File: src/rtl/axi_lite_regbank_slave_if.sv
// rtl/axi_lite_regbank_slave_if.sv - AXI4-Lite bus bundle (32-bit data, no PROT) with master/slave views
interface axi_lite_regbank_slave_if #(
  parameter int ADDR_WIDTH = 8
);
  logic [ADDR_WIDTH-1:0] awaddr;
  logic                  awvalid;
  logic                  awready;
  logic [31:0]           wdata;
  logic [3:0]            wstrb;
  logic                  wvalid;
  logic                  wready;
  logic [1:0]            bresp;
  logic                  bvalid;
  logic                  bready;
  logic [ADDR_WIDTH-1:0] araddr;
  logic                  arvalid;
  logic                  arready;
  logic [31:0]           rdata;
  logic [1:0]            rresp;
  logic                  rvalid;
  logic                  rready;

  modport master (
    output awaddr, awvalid, wdata, wstrb, wvalid, bready, araddr, arvalid, rready,
    input  awready, wready, bresp, bvalid, arready, rdata, rresp, rvalid
  );

  modport slave (
    input  awaddr, awvalid, wdata, wstrb, wvalid, bready, araddr, arvalid, rready,
    output awready, wready, bresp, bvalid, arready, rdata, rresp, rvalid
  );
endinterface

File: src/rtl/axi_lite_regbank_slave.sv
// rtl/axi_lite_regbank_slave.sv - AXI4-Lite slave: 15 R/W registers plus read-only
// write/read transaction counter word at index 15; SLVERR on illegal accesses.
module axi_lite_regbank_slave #(
  parameter int C_S_AXI_ADDR_WIDTH = 8
) (
  input  logic                      ACLK,
  input  logic                      ARESET,
  axi_lite_regbank_slave_if.slave   s_axi
);

  localparam logic [0:0] W_IDLE = 1'b0;
  localparam logic [0:0] W_RESP = 1'b1;
  localparam logic [0:0] R_IDLE = 1'b0;
  localparam logic [0:0] R_DATA = 1'b1;
  localparam logic [1:0] RESP_OKAY   = 2'b00;
  localparam logic [1:0] RESP_SLVERR = 2'b10;
  localparam logic [3:0] STATUS_IDX  = 4'd15;

  logic [31:0] regs [0:14];
  logic [15:0] wr_cnt;
  logic [15:0] rd_cnt;

  logic [0:0]  w_state;
  logic        awready_q;
  logic        wready_q;
  logic        bvalid_q;
  logic [1:0]  bresp_q;

  logic [0:0]  r_state;
  logic        arready_q;
  logic        rvalid_q;
  logic [1:0]  rresp_q;
  logic [31:0] rdata_q;

  logic [C_S_AXI_ADDR_WIDTH-1:0] aw_addr;
  logic [C_S_AXI_ADDR_WIDTH-1:0] ar_addr;
  logic [3:0]  aw_idx;
  logic [3:0]  ar_idx;
  logic        aw_legal;
  logic        ar_legal;
  logic        wr_ok;

  // Only the low 64 bytes decode; the byte offset within a word is ignored.
  assign aw_addr  = s_axi.awaddr;
  assign ar_addr  = s_axi.araddr;
  assign aw_idx   = aw_addr[5:2];
  assign ar_idx   = ar_addr[5:2];
  assign aw_legal = (aw_addr >> 6) == '0;
  assign ar_legal = (ar_addr >> 6) == '0;
  assign wr_ok    = aw_legal && (aw_idx != STATUS_IDX);

  always_ff @(posedge ACLK) begin
    if (ARESET) begin
      w_state   <= W_IDLE;
      awready_q <= 1'b0;
      wready_q  <= 1'b0;
      bvalid_q  <= 1'b0;
      bresp_q   <= RESP_OKAY;
      wr_cnt    <= '0;
      for (int i = 0; i < 15; i++) begin
        regs[i] <= '0;
      end
    end else begin
      case (w_state)
        W_IDLE: begin
          if (awready_q) begin
            awready_q <= 1'b0;
            wready_q  <= 1'b0;
            if (wr_ok) begin
              for (int b = 0; b < 4; b++) begin
                if (s_axi.wstrb[b]) begin
                  regs[aw_idx][8*b +: 8] <= s_axi.wdata[8*b +: 8];
                end
              end
              if (wr_cnt != 16'hFFFF) begin
                wr_cnt <= wr_cnt + 16'd1;
              end
              bresp_q <= RESP_OKAY;
            end else begin
              bresp_q <= RESP_SLVERR;
            end
            bvalid_q <= 1'b1;
            w_state  <= W_RESP;
          end else if (s_axi.awvalid && s_axi.wvalid) begin
            awready_q <= 1'b1;
            wready_q  <= 1'b1;
          end
        end
        W_RESP: begin
          if (s_axi.bready) begin
            bvalid_q <= 1'b0;
            w_state  <= W_IDLE;
          end
        end
        default: w_state <= W_IDLE;
      endcase
    end
  end

  // Reads sample regs/counters before this edge's write, so same-edge reads see old values.
  always_ff @(posedge ACLK) begin
    if (ARESET) begin
      r_state   <= R_IDLE;
      arready_q <= 1'b0;
      rvalid_q  <= 1'b0;
      rresp_q   <= RESP_OKAY;
      rdata_q   <= '0;
      rd_cnt    <= '0;
    end else begin
      case (r_state)
        R_IDLE: begin
          if (arready_q) begin
            arready_q <= 1'b0;
            if (ar_legal) begin
              rdata_q <= (ar_idx == STATUS_IDX) ? {rd_cnt, wr_cnt} : regs[ar_idx];
              rresp_q <= RESP_OKAY;
              if (rd_cnt != 16'hFFFF) begin
                rd_cnt <= rd_cnt + 16'd1;
              end
            end else begin
              rdata_q <= '0;
              rresp_q <= RESP_SLVERR;
            end
            rvalid_q <= 1'b1;
            r_state  <= R_DATA;
          end else if (s_axi.arvalid) begin
            arready_q <= 1'b1;
          end
        end
        R_DATA: begin
          if (s_axi.rready) begin
            rvalid_q <= 1'b0;
            r_state  <= R_IDLE;
          end
        end
        default: r_state <= R_IDLE;
      endcase
    end
  end

  assign s_axi.awready = awready_q;
  assign s_axi.wready  = wready_q;
  assign s_axi.bvalid  = bvalid_q;
  assign s_axi.bresp   = bresp_q;
  assign s_axi.arready = arready_q;
  assign s_axi.rvalid  = rvalid_q;
  assign s_axi.rresp   = rresp_q;
  assign s_axi.rdata   = rdata_q;

endmodule
File: src/flat_wrapper.sv
// flat-port wrapper written by rule: the top's interface ports become plain ports
module axi_lite_regbank_slave_flat 
#(
  parameter int C_S_AXI_ADDR_WIDTH = 8
)
  (ACLK, ARESET, s_axi_awaddr, s_axi_awvalid, s_axi_wdata, s_axi_wstrb, s_axi_wvalid, s_axi_bready, s_axi_araddr, s_axi_arvalid, s_axi_rready, s_axi_awready, s_axi_wready, s_axi_bresp, s_axi_bvalid, s_axi_arready, s_axi_rdata, s_axi_rresp, s_axi_rvalid);
  axi_lite_regbank_slave_if s_axi_i ();
  input  logic ACLK;
  input  logic ARESET;
  input wire logic [$bits(s_axi_i.awaddr)-1:0] s_axi_awaddr;
  input wire logic [$bits(s_axi_i.awvalid)-1:0] s_axi_awvalid;
  input wire logic [$bits(s_axi_i.wdata)-1:0] s_axi_wdata;
  input wire logic [$bits(s_axi_i.wstrb)-1:0] s_axi_wstrb;
  input wire logic [$bits(s_axi_i.wvalid)-1:0] s_axi_wvalid;
  input wire logic [$bits(s_axi_i.bready)-1:0] s_axi_bready;
  input wire logic [$bits(s_axi_i.araddr)-1:0] s_axi_araddr;
  input wire logic [$bits(s_axi_i.arvalid)-1:0] s_axi_arvalid;
  input wire logic [$bits(s_axi_i.rready)-1:0] s_axi_rready;
  output wire logic [$bits(s_axi_i.awready)-1:0] s_axi_awready;
  output wire logic [$bits(s_axi_i.wready)-1:0] s_axi_wready;
  output wire logic [$bits(s_axi_i.bresp)-1:0] s_axi_bresp;
  output wire logic [$bits(s_axi_i.bvalid)-1:0] s_axi_bvalid;
  output wire logic [$bits(s_axi_i.arready)-1:0] s_axi_arready;
  output wire logic [$bits(s_axi_i.rdata)-1:0] s_axi_rdata;
  output wire logic [$bits(s_axi_i.rresp)-1:0] s_axi_rresp;
  output wire logic [$bits(s_axi_i.rvalid)-1:0] s_axi_rvalid;
  assign s_axi_i.awaddr = s_axi_awaddr;
  assign s_axi_i.awvalid = s_axi_awvalid;
  assign s_axi_i.wdata = s_axi_wdata;
  assign s_axi_i.wstrb = s_axi_wstrb;
  assign s_axi_i.wvalid = s_axi_wvalid;
  assign s_axi_i.bready = s_axi_bready;
  assign s_axi_i.araddr = s_axi_araddr;
  assign s_axi_i.arvalid = s_axi_arvalid;
  assign s_axi_i.rready = s_axi_rready;
  assign s_axi_awready = s_axi_i.awready;
  assign s_axi_wready = s_axi_i.wready;
  assign s_axi_bresp = s_axi_i.bresp;
  assign s_axi_bvalid = s_axi_i.bvalid;
  assign s_axi_arready = s_axi_i.arready;
  assign s_axi_rdata = s_axi_i.rdata;
  assign s_axi_rresp = s_axi_i.rresp;
  assign s_axi_rvalid = s_axi_i.rvalid;
  axi_lite_regbank_slave #(.C_S_AXI_ADDR_WIDTH(C_S_AXI_ADDR_WIDTH)) u_core (.ACLK(ACLK), .ARESET(ARESET), .s_axi(s_axi_i));
endmodule
File: config.mk
export PLATFORM = sky130hd
export DESIGN_NAME = axi_lite_regbank_slave_flat
export DESIGN_NICKNAME = d
export VERILOG_FILES = /design/src/rtl/axi_lite_regbank_slave_if.sv /design/src/rtl/axi_lite_regbank_slave.sv /design/src/flat_wrapper.sv
export SDC_FILE = /design/constraint.sdc
export NUM_CORES = 1
export LEC_CHECK = 0
export ABC_AREA = 1
export BUFFER_PORTS_ARGS = -buffer_cell sky130_fd_sc_hd__buf_4
export CAP_MARGIN = 30
export CORE_MARGIN = 8
export CORE_UTILIZATION = 55
export CTS_BUF_LIST = sky130_fd_sc_hd__clkbuf_8
export CTS_CLUSTER_DIAMETER = 100
export DETAILED_ROUTE_END_ITERATION = 7
export PLACE_DENSITY = 0.72
export SLEW_MARGIN = 30
export SYNTH_ARGS = -nofsm -noshare
export SYNTH_HDL_FRONTEND = slang
export SYNTH_SLANG_ARGS = --single-unit
File: constraint.sdc
create_clock -name ACLK -period 4.8 [get_ports ACLK]
set_clock_uncertainty 0.15 [all_clocks]
set_input_delay 0.24 -clock ACLK [delete_from_list [all_inputs] [get_ports ACLK]]
set_output_delay 0.24 -clock ACLK [all_outputs]
set_load 0.02 [all_outputs]
==> results.env <==
OUTCOME='finished, final reports clean'
DRTANTENNAVIOLNETS=0
MAX-SLEW-MARGIN-REL=0.303
SYNTH.CELL_AREA_SQ_UM=27700
WORSTSETUPENDPOINTTYPE='flop'
SYNTH_AREA_PER_CELL_SQ_UM=8.80
REGISTER_BIT_TOTAL_FROM_SYNTHESIS=585
TIMING.CRITICAL_PATH.ARRIVAL_NS=3.25
DIE_WIDTH_UM=240
FIRST_GLOBAL_VIAS=20800
SYNTHTOLAYOUTAREAGROWTH_PCT=11.9
ANTENNA_VIOLATIONS_BEFORE_REPAIR=2
FIRSTDRTPASSITERS=6
NUM_CTS_BUFFERS=98
LAYOUTNONFILLERINSTCOUNT=4021
CLOCKBUFFERDEPTH=3
SLEW_VIOLATIONS=0
LAYOUT.NETS=3333
LAYOUT_COMMONEST_CELL='nand2_1'
START_KIND='primary input'
GLOBAL_ROUTE.USAGE.TOTAL=0.252
MAXCLOCKFREQUENCY_MHz=325
VDD_DROP_MAX_uV=180
PERIOD_MINUS_WS_FINAL_NS=3.08
START_UTIL=0.555
FINALHOLDVIOLCOUNT=0
GR-TOTAL-OVERFLOW=0
HOLD-PATH-CELL-COUNT=9
WORST-SETUP-PATH-TYPE='primary input to flop'
CRIT_REQUIRED_NS=4.98
WORST_PIN_SLEW_NS=1.04
TIMING.RR.START='u_core.s_axi.awready'
CTS_TREE='done'
RSZ0062_AT_GRT='false'
LAYOUT_COMMON_CELLS='nand2_1 (997), nor2_1 (704), edfxtp_1 (512), nand3_1 (237), inv_1 (226)'
AVGVIACOUNTPERCELL=5.42
SYNTHCELLS=3145
TNS_NS=0
DPL.CELL_COUNT=3801
HOLD_PATH_CLASS='primary input to flop'
FINALWEIGHTEDCONGESTION=0.867
GRT_START_MAX_NET_PINS=116
YOSYS.CELL_TYPES.COUNT=30
DP_HPWL_UM=46800
CELLLEAKAGEPOWER_uW=0.0137
WL_PER_CELL_UM=18.3
DRCVIOLATIONCOUNT=0
CTSHTREEMAXLEVEL=3
VIA_COUNT=21800
CRITICAL_PATH.REG2REG.ENDPOINT='u_core.regs[4][8]'
PLACEABLECOREAREA_SQ_UM=49900
MIN_DELAY_WORST_ENDPOINT='u_core.wr_cnt[7]'
CAP_VIOLATIONS=0
IO_BUFFERS=93
CTS.REPORTEDPATHS.CLKPINSLEW_NS=0.06
CLOCKROOTBUFFER='clkbuf_8'
SETUP.REG_TO_REG.WORST_SLACK_NS=1.87
SETUP_VIOL_COUNT_FINAL=0
YOSYSWARNINGCOUNT=0
DIE_AREA_SQ_UM=57700
WORST-R2R-CELL-COUNT=8
SEQ_AREA_FRAC_SYNTH=0.609
ROUTED_WIRELENGTH_UM=73500
MIN-DELAY-START='s_axi_awaddr[7]'
CRITICAL_PATH.MAX_FANOUT=27
DETAIL_ROUTE.ITER0.VIOLATIONS=2546
DRIVE_ABOVE_1_SHARE=0.102
IO_PINS=100
POST-CTS-SETUP-BUFFER-COUNT=0
FINAL_CORE_UTIL=0.621
POWER_DENSITY_nW_PER_UM2=346
CLOCK_NET_SINK_COUNT=585
GRT_PASS1_WL_UM=112000
OVERALL_DIE_HEIGHT_UM=240
CLK_LATENCY_NS=0.66
LAYOUT_WORST_PATH_CYCLE_SHARE=0.641
FP-ROW-COUNT=82
[stage by stage]
stage          hold slack (ns)  setup WS [ns]  total power, uW  instance area, sq um
2_1_floorplan            0.189           2.75             6380                 27800
3_3_place_gp             0.277           1.63             6670                 28700
3_5_place_dp             0.279           1.57             6690                 28700
4_1_cts                 0.0677           1.79            10700                 30900
5_1_grt                  0.128           1.61            11100                 30900
6_report                 0.133           1.72            10700                 30900
[what timing repair did]
| item | in CTS | in global routing |
|---|---|---|
| hold endpoints to repair | 70 | 0 |
| hold buffers | 42 | 0 |
| resized for setup | 0 | 0 |
[logic make-up (layout without fill, tap and decap cells)]
family,after synthesis,in the layout,synth area share
other cells,1,36,0.000136
fa+ha+maj,2,2,0.000904
compound gates,131,131,0.0248
buf+inv,371,540,0.0570
simple gates,2049,2049,0.307
flops,585,585,0.609
xor+xnor,6,6,0.00190
[area by class of cell]
cell class | instances | area [sq um]
Inverter | 206 | 781
Tap cell | 672 | 841
Clock buffer | 107 | 1470
Antenna cell | 2 | 5.00
Multi-Input combinational cell | 2222 | 9380
Sequential cell | 585 | 16800
Clock inverter | 68 | 302
Timing Repair Buffer | 159 | 1330
Fill cell | 4210 | 18900
[routing by layer]
layer,GRT usage,vias up,wire length [um]
met1,0.332,10200,28700
li1,-,10300,-
met5,0,-,0
met2,0.410,1111,34700
met3,0.0476,163,7900
met4,0.100,0,2240
[where the power goes]
group / internal [uW] / leakage (uW) / switching (uW)
registers: 5690 / 0.00585 / 56.6
logic: 229 / 0.00684 / 656
clock network: 2090 / 0.00102 / 1990
total: 8010 / 0.0137 / 2700
[worst max-delay path: stages]
cell           delay [ns]
dlygate4sd3_1        0.54
buf_4                0.25
inv_2                0.31
nand2_2              0.22
nor2_4               0.83
nand2_1              0.42
nand2_1              0.42
[cell usage after synthesis (all sizes together)]
| cell | n | area (sq um) |
|---|---|---|
| nor3 | 4 | 31.3 |
| inv | 206 | 773 |
| nand3 | 237 | 1190 |
| xor2 | 6 | 52.6 |
| or2 | 12 | 75.1 |
| and2 | 1 | 6.26 |
| buf | 94 | 537 |
| clkbuf | 71 | 268 |
| nand4 | 12 | 75.1 |
| conb | 1 | 3.75 |
| a21oi | 89 | 445 |
| o211ai | 12 | 90.1 |
| dfxtp | 73 | 1460 |
| ha | 2 | 25.0 |
| o21ai | 30 | 150 |
| nor2 | 740 | 2900 |
| edfxtp | 512 | 15400 |
| nand2 | 1043 | 4210 |
[registers in the layout, indices dropped and copies added, names as in the netlist, 16 cells and up]
signal and count:
u_core.rd_cnt 16, u_core.regs 512, u_core.s_axi.rdata 32, u_core.wr_cnt 16
[worst max path at each step]
stage | slack [ns] | endpoint | startpoint | cells past startpoint
floorplan | 2.75 | u_core.regs[1][24] | u_core.s_axi.awready | 9
detailed placement | 1.57 | u_core.s_axi.rdata[8] | s_axi_araddr[2] | 8
finish | 1.72 | u_core.regs[4][8] | ARESET | 7
global route | 1.61 | u_core.regs[9][13] | ARESET | 7
global placement | 1.63 | u_core.s_axi.rdata[14] | s_axi_araddr[2] | 8
CTS | 1.79 | u_core.regs[14][31] | ARESET | 7
(Power assumes the default switching activity.)
